<file path="src/rtl/leg_bus_pkg.sv">
// Shared bus definitions for the data-memory initiators: transfer-size
// encodings, the burst master state set and the default block length.
package leg_bus_pkg;

    localparam logic [2:0] HSIZE_BYTE = 3'b000;
    localparam logic [2:0] HSIZE_HALF = 3'b001;
    localparam logic [2:0] HSIZE_WORD = 3'b010;

    localparam int BLOCK_WORDS_DFLT = 4;

    typedef enum logic [2:0] {
        ST_IDLE     = 3'd0,
        ST_SINGLE   = 3'd1,
        ST_BURST_RD = 3'd2,
        ST_BURST_WR = 3'd3,
        ST_RESP     = 3'd4
    } mst_state_e;

endpackage

</file>
<file path="src/rtl/lane_align.sv">
// Byte-lane handling for a 32-bit little-endian bus: write-data replication,
// read-data extraction with zero extension, and the size/alignment legality
// check. Purely combinational so any initiator can reuse it.
module lane_align
    import leg_bus_pkg::*;
(
    input  logic [2:0]  size_i,
    input  logic [1:0]  addr_lo_i,
    input  logic [31:0] wdata_i,
    input  logic [31:0] rdata_i,
    output logic [31:0] wdata_o,
    output logic [31:0] rdata_o,
    output logic        bad_o
);

    logic [31:0] shifted_s;

    // Replicate the right-justified write value onto every lane it could land in
    always_comb begin
        case (size_i)
            HSIZE_BYTE: wdata_o = {4{wdata_i[7:0]}};
            HSIZE_HALF: wdata_o = {2{wdata_i[15:0]}};
            default:    wdata_o = wdata_i;
        endcase
    end

    // Bring the addressed lane down to bit 0 and zero-extend to the access size
    always_comb begin
        shifted_s = rdata_i >> {addr_lo_i, 3'b000};
        case (size_i)
            HSIZE_BYTE: rdata_o = {24'h00_0000, shifted_s[7:0]};
            HSIZE_HALF: rdata_o = {16'h0000, shifted_s[15:0]};
            default:    rdata_o = shifted_s;
        endcase
    end

    // Flag sizes above a word and accesses not aligned to their own size
    always_comb begin
        case (size_i)
            HSIZE_BYTE: bad_o = 1'b0;
            HSIZE_HALF: bad_o = addr_lo_i[0];
            HSIZE_WORD: bad_o = (addr_lo_i != 2'b00);
            default:    bad_o = 1'b1;
        endcase
    end

endmodule

</file>
<file path="src/rtl/ahb_burst_master.sv">
// Data-side bus initiator: serves single byte/half/word accesses and
// BLOCK_WORDS-word cache fills/writebacks on the AHB-style memory port.
// Bus outputs are decoded from registered state, so a low Valid (wait state)
// leaves every bus output unchanged.
module ahb_burst_master
    import leg_bus_pkg::*;
#(
    parameter int BLOCK_WORDS = BLOCK_WORDS_DFLT,
    parameter int ADDR_W      = 32
)(
    input  logic                           clk,
    input  logic                           reset,
    input  logic                           req_valid,
    output logic                           req_ready,
    input  logic                           req_write,
    input  logic                           req_block,
    input  logic [ADDR_W-1:0]              req_addr,
    input  logic [2:0]                     req_size,
    input  logic [31:0]                    req_wdata,
    output logic [$clog2(BLOCK_WORDS)-1:0] wb_idx,
    input  logic [31:0]                    wb_data,
    output logic                           fill_we,
    output logic [$clog2(BLOCK_WORDS)-1:0] fill_idx,
    output logic [31:0]                    fill_data,
    output logic                           rsp_valid,
    output logic [31:0]                    rsp_rdata,
    output logic                           rsp_err,
    output logic                           HSEL,
    output logic                           we,
    output logic                           re,
    output logic [ADDR_W-1:0]              HADDR,
    output logic [31:0]                    HWDATA,
    output logic [2:0]                     HSIZE,
    input  logic [31:0]                    HRDATA,
    input  logic                           Valid
);

    localparam int IDX_W = $clog2(BLOCK_WORDS);
    localparam int OFF_W = IDX_W + 2;

    mst_state_e         state_q, state_d;
    logic [IDX_W-1:0]   cnt_q, cnt_d;
    logic [ADDR_W-1:0]  addr_q, addr_d;
    logic [2:0]         size_q, size_d;
    logic [31:0]        wdata_q, wdata_d;
    logic               write_q, write_d;
    logic               err_q, err_d;
    logic [31:0]        rdata_q, rdata_d;

    logic [2:0]         la_size_s;
    logic [1:0]         la_addr_s;
    logic [31:0]        la_wdata_s;
    logic [31:0]        la_rdata_s;
    logic               la_bad_s;
    logic               accept_s;
    logic               in_burst_s;
    logic               last_beat_s;
    logic [ADDR_W-1:0]  beat_addr_s;

    assign accept_s    = req_valid && (state_q == ST_IDLE);
    assign in_burst_s  = (state_q == ST_BURST_RD) || (state_q == ST_BURST_WR);
    assign last_beat_s = (cnt_q == IDX_W'(BLOCK_WORDS - 1));
    // Block base with the word counter spliced into the offset field
    assign beat_addr_s = {addr_q[ADDR_W-1:OFF_W], cnt_q, 2'b00};
    assign req_ready   = (state_q == ST_IDLE);
    assign rsp_rdata   = rdata_q;

    // While idle the aligner judges the incoming request; otherwise it serves the registered one
    always_comb begin
        if (state_q == ST_IDLE) begin
            la_size_s = req_size;
            la_addr_s = req_addr[1:0];
        end else begin
            la_size_s = size_q;
            la_addr_s = addr_q[1:0];
        end
    end

    lane_align u_lane_align (
        .size_i    (la_size_s),
        .addr_lo_i (la_addr_s),
        .wdata_i   (req_wdata),
        .rdata_i   (HRDATA),
        .wdata_o   (la_wdata_s),
        .rdata_o   (la_rdata_s),
        .bad_o     (la_bad_s)
    );

    // State register with synchronous reset
    always_ff @(posedge clk) begin
        if (reset) begin
            state_q <= ST_IDLE;
        end else begin
            state_q <= state_d;
        end
    end

    // Next-state logic: rejected singles skip the bus and go straight to the response
    always_comb begin
        state_d = state_q;
        case (state_q)
            ST_IDLE: begin
                if (req_valid) begin
                    if (req_block) begin
                        state_d = req_write ? ST_BURST_WR : ST_BURST_RD;
                    end else if (la_bad_s) begin
                        state_d = ST_RESP;
                    end else begin
                        state_d = ST_SINGLE;
                    end
                end else begin
                    state_d = ST_IDLE;
                end
            end
            ST_SINGLE: begin
                if (Valid) begin
                    state_d = ST_RESP;
                end else begin
                    state_d = ST_SINGLE;
                end
            end
            ST_BURST_RD, ST_BURST_WR: begin
                if (Valid && last_beat_s) begin
                    state_d = ST_RESP;
                end else begin
                    state_d = state_q;
                end
            end
            ST_RESP: state_d = ST_IDLE;
            default: state_d = ST_IDLE;
        endcase
    end

    // Request capture, beat counting and single-read result capture
    always_comb begin
        addr_d  = addr_q;
        size_d  = size_q;
        wdata_d = wdata_q;
        write_d = write_q;
        err_d   = err_q;
        cnt_d   = cnt_q;
        rdata_d = rdata_q;
        if (accept_s) begin
            addr_d  = req_addr;
            size_d  = req_size;
            wdata_d = la_wdata_s;
            write_d = req_write;
            err_d   = !req_block && la_bad_s;
            cnt_d   = {IDX_W{1'b0}};
        end else if (in_burst_s && Valid) begin
            // Free-running wrap brings the counter back to zero after the last beat
            cnt_d = cnt_q + IDX_W'(1);
        end else begin
            cnt_d = cnt_q;
        end
        if ((state_q == ST_SINGLE) && Valid && !write_q) begin
            rdata_d = la_rdata_s;
        end else begin
            rdata_d = rdata_q;
        end
    end

    // Datapath registers with synchronous reset
    always_ff @(posedge clk) begin
        if (reset) begin
            cnt_q   <= {IDX_W{1'b0}};
            addr_q  <= {ADDR_W{1'b0}};
            size_q  <= 3'b000;
            wdata_q <= 32'h0000_0000;
            write_q <= 1'b0;
            err_q   <= 1'b0;
            rdata_q <= 32'h0000_0000;
        end else begin
            cnt_q   <= cnt_d;
            addr_q  <= addr_d;
            size_q  <= size_d;
            wdata_q <= wdata_d;
            write_q <= write_d;
            err_q   <= err_d;
            rdata_q <= rdata_d;
        end
    end

    // Output decode from the current state; everything idles at zero
    always_comb begin
        HSEL      = 1'b0;
        we        = 1'b0;
        re        = 1'b0;
        HADDR     = {ADDR_W{1'b0}};
        HWDATA    = 32'h0000_0000;
        HSIZE     = HSIZE_BYTE;
        wb_idx    = {IDX_W{1'b0}};
        fill_we   = 1'b0;
        fill_idx  = {IDX_W{1'b0}};
        fill_data = 32'h0000_0000;
        rsp_valid = 1'b0;
        rsp_err   = 1'b0;
        case (state_q)
            ST_SINGLE: begin
                HSEL   = 1'b1;
                we     = write_q;
                re     = !write_q;
                HADDR  = addr_q;
                HWDATA = write_q ? wdata_q : 32'h0000_0000;
                HSIZE  = size_q;
            end
            ST_BURST_RD: begin
                HSEL      = 1'b1;
                re        = 1'b1;
                HADDR     = beat_addr_s;
                HSIZE     = HSIZE_WORD;
                fill_we   = Valid;
                fill_idx  = cnt_q;
                fill_data = HRDATA;
            end
            ST_BURST_WR: begin
                HSEL   = 1'b1;
                we     = 1'b1;
                HADDR  = beat_addr_s;
                HWDATA = wb_data;
                HSIZE  = HSIZE_WORD;
                wb_idx = cnt_q;
            end
            ST_RESP: begin
                rsp_valid = 1'b1;
                rsp_err   = err_q;
            end
            default: begin
                HSEL = 1'b0;
            end
        endcase
    end

endmodule
</file>
<file path="config.mk">
export PLATFORM = sky130hd
export DESIGN_NAME = ahb_burst_master
export DESIGN_NICKNAME = d
export VERILOG_FILES = /design/src/rtl/leg_bus_pkg.sv /design/src/rtl/lane_align.sv /design/src/rtl/ahb_burst_master.sv
export SDC_FILE = /design/constraint.sdc
export NUM_CORES = 1
export LEC_CHECK = 0
export BUFFER_PORTS_ARGS = -buffer_cell sky130_fd_sc_hd__buf_4
export CORE_UTILIZATION = 40
export CTS_CLUSTER_SIZE = 25
export DETAILED_ROUTE_END_ITERATION = 8
export GPL_ROUTABILITY_DRIVEN = 0
export MAX_ROUTING_LAYER = met4
export PLACE_DENSITY = 0.82
export SYNTH_ARGS = -nofsm -noshare
export SYNTH_HDL_FRONTEND = slang
export SYNTH_SLANG_ARGS = --single-unit
</file>
<file path="constraint.sdc">
create_clock -name clk -period 5.6 [get_ports clk]
set_input_delay 0.56 -clock clk [delete_from_list [all_inputs] [get_ports clk]]
set_output_delay 0.56 -clock clk [all_outputs]
set_load 0.02 [all_outputs]
</file>
# [Word-level counts from Yosys, hierarchy flattened]
# Index checks and enable logic that the tools add are counted.
# W data, S select, Z words.
[classes] n_addsub=1 n_shift=1 eq_ne=8 n_reduce_logical=15 mux=25
[op_table] op="$pmux W32 S2" n=4
[op_table] op="$mux W32" n=2
[op_table] op="$shr A32 B5 Y32" n=1
[op_table] op="$mux W3" n=6
[op_table] op="$eq A3 B2 Y1 const B" n=3
[op_table] op="$pmux W3 S3" n=1
[op_table] op="$eq A3 B1 Y1 const B" n=2
[op_table] op="$logic_and A1 B1 Y1" n=6
[op_table] op="$logic_not A3 Y1" n=2
[op_table] op="$mux W2" n=3
[op_table] op="$pmux W3 S2" n=1
[op_table] op="$mux W1" n=5
[op_table] op="$pmux W1 S2" n=2
[op_table] op="$reduce_or A2 Y1" n=2
[op_table] op="$eq A3 B3 Y1 const B" n=1
[op_table] op="$pmux W1 S3" n=1
[op_table] op="$reduce_or A3 Y1" n=1
[op_table] op="$add A2 B1 Y2 const B" n=1
[op_table] op="$eq A2 B2 Y1 const B" n=1
[op_table] op="$logic_not A1 Y1" n=2
[op_table] op="$ne A2 B1 Y1 const B" n=1
[op_table] op="$reduce_bool A2 Y1" n=1
[op_table] op="$logic_or A1 B1 Y1" n=1
[word_totals] wordCells=58 register_bits=106

# [Logic depth before layout (Yosys ltp)]
[logic_depth] word_depth=8 depth_mapped=7

# [Cells and area by module]
# A second synthesis with hierarchy kept.
[unflattened] cells_unflattened=760 area_unflattened_um2=6123.4
[by_module_without_submodules] mod="ahb_burst_master" n_inst=1 area_per_inst_um2=5054.8 seq_area_each_um2=2122.0 cells_each=612
[by_module_without_submodules] mod="lane_align" n_inst=1 area_per_inst_um2=1068.5 seq_area_each_um2=0.0 cells_each=148

# [Worst setup path after synthesis]
# OpenSTA, ideal clock, no wires.
[synth_path] kind="register to output" start="register state_q[2]" end="output port HWDATA[10]" stages_incl_launch_ff=6 t_required_ps=5040 slack_ps=3415 n_path_buf=2 t_arrival_ps=1625 path_cell_list="dfxtp_1 clkbuf_1 nand2b_1 nor3_1 clkbuf_1 a22o_1"
[synth_via] elab_chain_len=2 word_cells_on_any_way=3
[synth_lines] element="from (decl)" line_no="ahb_burst_master.sv:41" text="mst_state_e state_q, state_d;"
[synth_lines] element="from (signal assigned)" line_no="ahb_burst_master.sv:94" text="state_q <= state_d;"
[synth_lines] element="$eq A3 B2 Y1 / $eq A3 B1 Y1 (equally long branches)" line_no="ahb_burst_master.sv:198" text="case (state_q)"
[synth_lines] element="$pmux W32 S2 (*)" line_no="ahb_burst_master.sv:198"
[synth_lines] element="to (decl)" line_no="ahb_burst_master.sv:32" text="output logic [31:0] HWDATA,"
# Every way passes the cells marked *; elsewhere a longest branch is shown, timed or not.

# [Worst setup path in the final report]
[layout_path] start="register state_q[1]" end="output port fill_data[9]"
[layout_via] elab_chain_len=2
[layout_lines] element="$eq A3 B2 Y1" line_no="ahb_burst_master.sv:198"
[layout_lines] element="$mux W32" line_no="ahb_burst_master.sv:198"
[layout_lines] element="to (decl)" line_no="ahb_burst_master.sv:24" text="output logic [31:0] fill_data,"
# Every way passes these cells.

==> metrics.log <==
[metrics] run status: finished, final reports clean
[metrics] EDFF count, synth: 0
[metrics] Num Clock Sinks: around 110
[metrics] critical path peak fanout: 26
[metrics] portion of total power attributed to the clock network: roughly 33%
[metrics] total wirelength of the detailed-routed design: roughly 17000 um
[metrics] layout cell share with drive strength beyond 1: 35.48%
[metrics] clock root buffer: clkbuf_16
[metrics] unrepaired setup endpoints after global routing: no
[metrics] placeable core region: 0.01267 sq mm
[metrics] fraction of the core area covered by cells at the end of the flow: between 60% and 70%
[metrics] CTS tree: yes
[metrics] Synth Instances: 633
[metrics] source-to-sink clock delay at the later pin of the worst-skew pair: 0.35 ns
[metrics] Psw: 563.1 uW
[metrics] pin count of the biggest net entering global routing: 78
[metrics] maximum clock insertion buffer count: 2
[metrics] Synth Area in Compound Gates: between 20% and 30%
[metrics] Period minus WS final: roughly 3.3 ns
[metrics] leakage power summed over all cells: ~0.0036 uW
[metrics] Antenna diodes: 0
[metrics] number of port buffers: between 200 and 300
[metrics] depth of the worst hold-timing path: 2
[metrics] total setup buffers inserted after CTS: 0
[metrics] internal power summed over all cells: approximately 1300 uW
[metrics] first-pass iteration count of the detailed router: 5
[metrics] Layout Nets: about 1.0k
[metrics] Final Setup Violations: 0
[metrics] synthesis-stage register bit count: between 100 and 150
[metrics] width of the die: approximately 120 um
[metrics] antenna-violating nets left: 0
[metrics] synth warn: 0
[metrics] Worst EP arrival: around 2.8 ns
[metrics] clock transition at the registers of the reported paths: 0.07 ns
[metrics] Fin Setup TNS: 0 ns
[metrics] hpwl dp: roughly 13000 um
[metrics] Worst Path Class, Setup: reg2out
[metrics] area of the die: between 0.01 and 0.015 sq mm
[metrics] first-pass GRT wire length: 26250 um
[metrics] number of library cell types mapped by synthesis: 44
[metrics] headroom to the max-slew limit: approximately 17%
[metrics] Area contributors post-synth: dfxtp_1 (41%), nand2_1 (9.7%), and2_1 (7.4%)
[metrics] IO Count: 279
[metrics] GRT Overall Usage: a little over a quarter
[metrics] Least-Margin Pin Slew: about 1.2 ns
[metrics] arithmetic-cell share of the synthesized area counting full adders, half adders and majority gates: less than 1%
[metrics] critical path startpoint category: flop
[metrics] number of core rows: a little over 40
[metrics] top cell type by total area after synthesis: dfxtp_1
[metrics] dominant register cell in the synthesized netlist: dfxtp_1
[metrics] number of antenna violations at the first check in global routing: 0
[metrics] Post-CTS Hold Fix Bufs: 0
[metrics] initial core utilization: between 40 and 50%
[metrics] Hold Violations, Final: 0
[metrics] PD cells: 245.9 mW/mm^2
[metrics] total DRC errors in the routed layout: 0
[metrics] fraction of synthesized cell area in xor and xnor cells: 0.1681%
[metrics] CTS buffer count: 9
[metrics] R2R cell count: 5
[metrics] post-synthesis mux area share: under 10%
[metrics] ratio of final minimum period to clock period: around 59%
[metrics] net count after synthesis: 771
[metrics] basic-gate share of the synthesized area counting and, or, nand and nor cells: around 25%
[metrics] total overflow reported by the global router: 0
[metrics] Switching Fraction: slightly below 30%
[metrics] via density per instance: around 5.2
[metrics] vias in the first global route: 5105
[metrics] async set-or-reset flop fraction in the synthesized netlist: 0%
[metrics] maximum VDD drop: ~180 uV
[metrics] commonest non-fill, non-tap cells in the layout: buf_4 (283), nand2_1 (134), dfxtp_1 (106)
[metrics] combinational family with the most area after synthesis: simple AND/OR/NAND/NOR gates
[metrics] DIE HEIGHT: around 120 um
[metrics] achievable clock frequency: ~300 MHz
[metrics] max-slew violation count: 0
[metrics] data required time at the worst endpoint: just over 5 ns
[metrics] # resized after CTS: 0
[metrics] number of DRC markers after the initial detailed-route iteration: around 350
[metrics] Post-Synthesis Cell Area: 0.005210 sq mm
[metrics] drt wl/cell: 16.48 um
[metrics] most common library cell in the layout ignoring fill and taps: buf_4
[metrics] share of the synthesized area in the top cell type: a little over 40%
[metrics] part of the power in combinational logic: between 20% and 30%
[metrics] worst-case clock skew: 0.006577 ns
[metrics] worst min path class: in2reg
[metrics] max cap viols: 0
[metrics] total vias in the final route: 5533
[metrics] Critical Path End Type: output port
[metrics] depth of the CTS H-tree: 3
[metrics] growth of design area from synthesis to finish: 47.31%
[metrics] mean cell area of the mapped netlist: between 8 and 9 sq um
[metrics] sequential element share of the synthesized area: ~40%
[metrics] proportion of power drawn by flip-flops and latches: between 40% and 50%
[metrics] Fill cells: roughly 1.1k
## metrics by stage
stage / power [uW] / setup WS [ns] / hold slack, ns / cells / instance area (sq um)
after floorplan: 1100 / 3.415 / 0.4317 / 633 / 5210
after global placement: 1282 / 2.668 / 0.4368 / 1041 / 7385
after detailed placement: 1290 / 2.560 / 0.4423 / 1041 / 7385
after CTS: 1899 / 2.289 / 0.4254 / 1057 / 7675
after global routing: 1974 / 2.036 / 0.4268 / 1057 / 7675
final: 1887 / 2.295 / 0.4392 / 1057 / 7675
## worst paths after layout
kind                            from                         end  slack, ns
max          state_q[1]$_SDFFE_PP0P_                fill_data[9]       2.29
min                       HRDATA[30]  rsp_rdata[30]$_SDFFE_PP0P_       0.44
max reg2reg  state_q[2]$_SDFFE_PP0P_    wdata_q[23]$_SDFFE_PP0P_       2.54
min reg2reg  addr_q[23]$_SDFFE_PP0P_     addr_q[23]$_SDFFE_PP0P_       0.45
## final cells by class
type | instances | area, sq um | share of cell area, %
Sequential cell | 106 | 2122 | 27.65
Timing Repair Buffer | 283 | 2125 | 27.68
Clock buffer | 11 | 252.7 | 3.293
Clock inverter | 5 | 37.54 | 0.4891
Inverter | 10 | 37.54 | 0.4891
Tap cell | 172 | 215.2 | 2.804
Multi-Input combinational cell | 470 | 2885 | 37.59
## synth_stat cells, types with 8 or more instances
cell type  number
a21oi_1        49
clkbuf_1       34
o221ai_1       16
a22o_1         42
and2_1         62
a211oi_1       16
and3_1         10
inv_1           9
nor3_1         13
dfxtp_1       106
mux2i_1        35
nor2_1         35
o21ai_0        10
a221oi_1        8
a311oi_1        8
nand2_1       134
buf_2          13
## worst max-delay path, stage by stage (launching register included)
cell      delay, ns
dfxtp_1        0.60
nand2b_1       0.36
nor2_1         1.03
and2_1         0.26
buf_4          0.14
## cell families after synthesis
family,after synthesis
mux,39
simple gates,271
compound gates,158
fa+ha+maj,1
xor+xnor,1
flops,106
buf+inv,57
## flip-flops by register name, indices dropped and copies added, names as in the netlist
signal and cells:
wdata_q 32, state_q 3, addr_q 32, err_q 1, size_q 3, rsp_rdata 32, write_q 1, cnt_q 2
## power by group through the flow
stage	sequential, uW	combinational [uW]	clock [uW]
floorplan	847	253	0
global placement	855	427	0
detailed placement	858	433	0
CTS	840	434	625
global route	847	474	653
finish	841	434	612
## routing by layer
metal	part of all wire (%)	up-vias	GRT usage [%]
li1	-	2737	-
met1	43	2557	33.01
met2	48	221	41.83
met3	6.7	18	5.968
met4	1.4	0	6.667
met5	0	-	-
(Power assumes the default switching activity.)
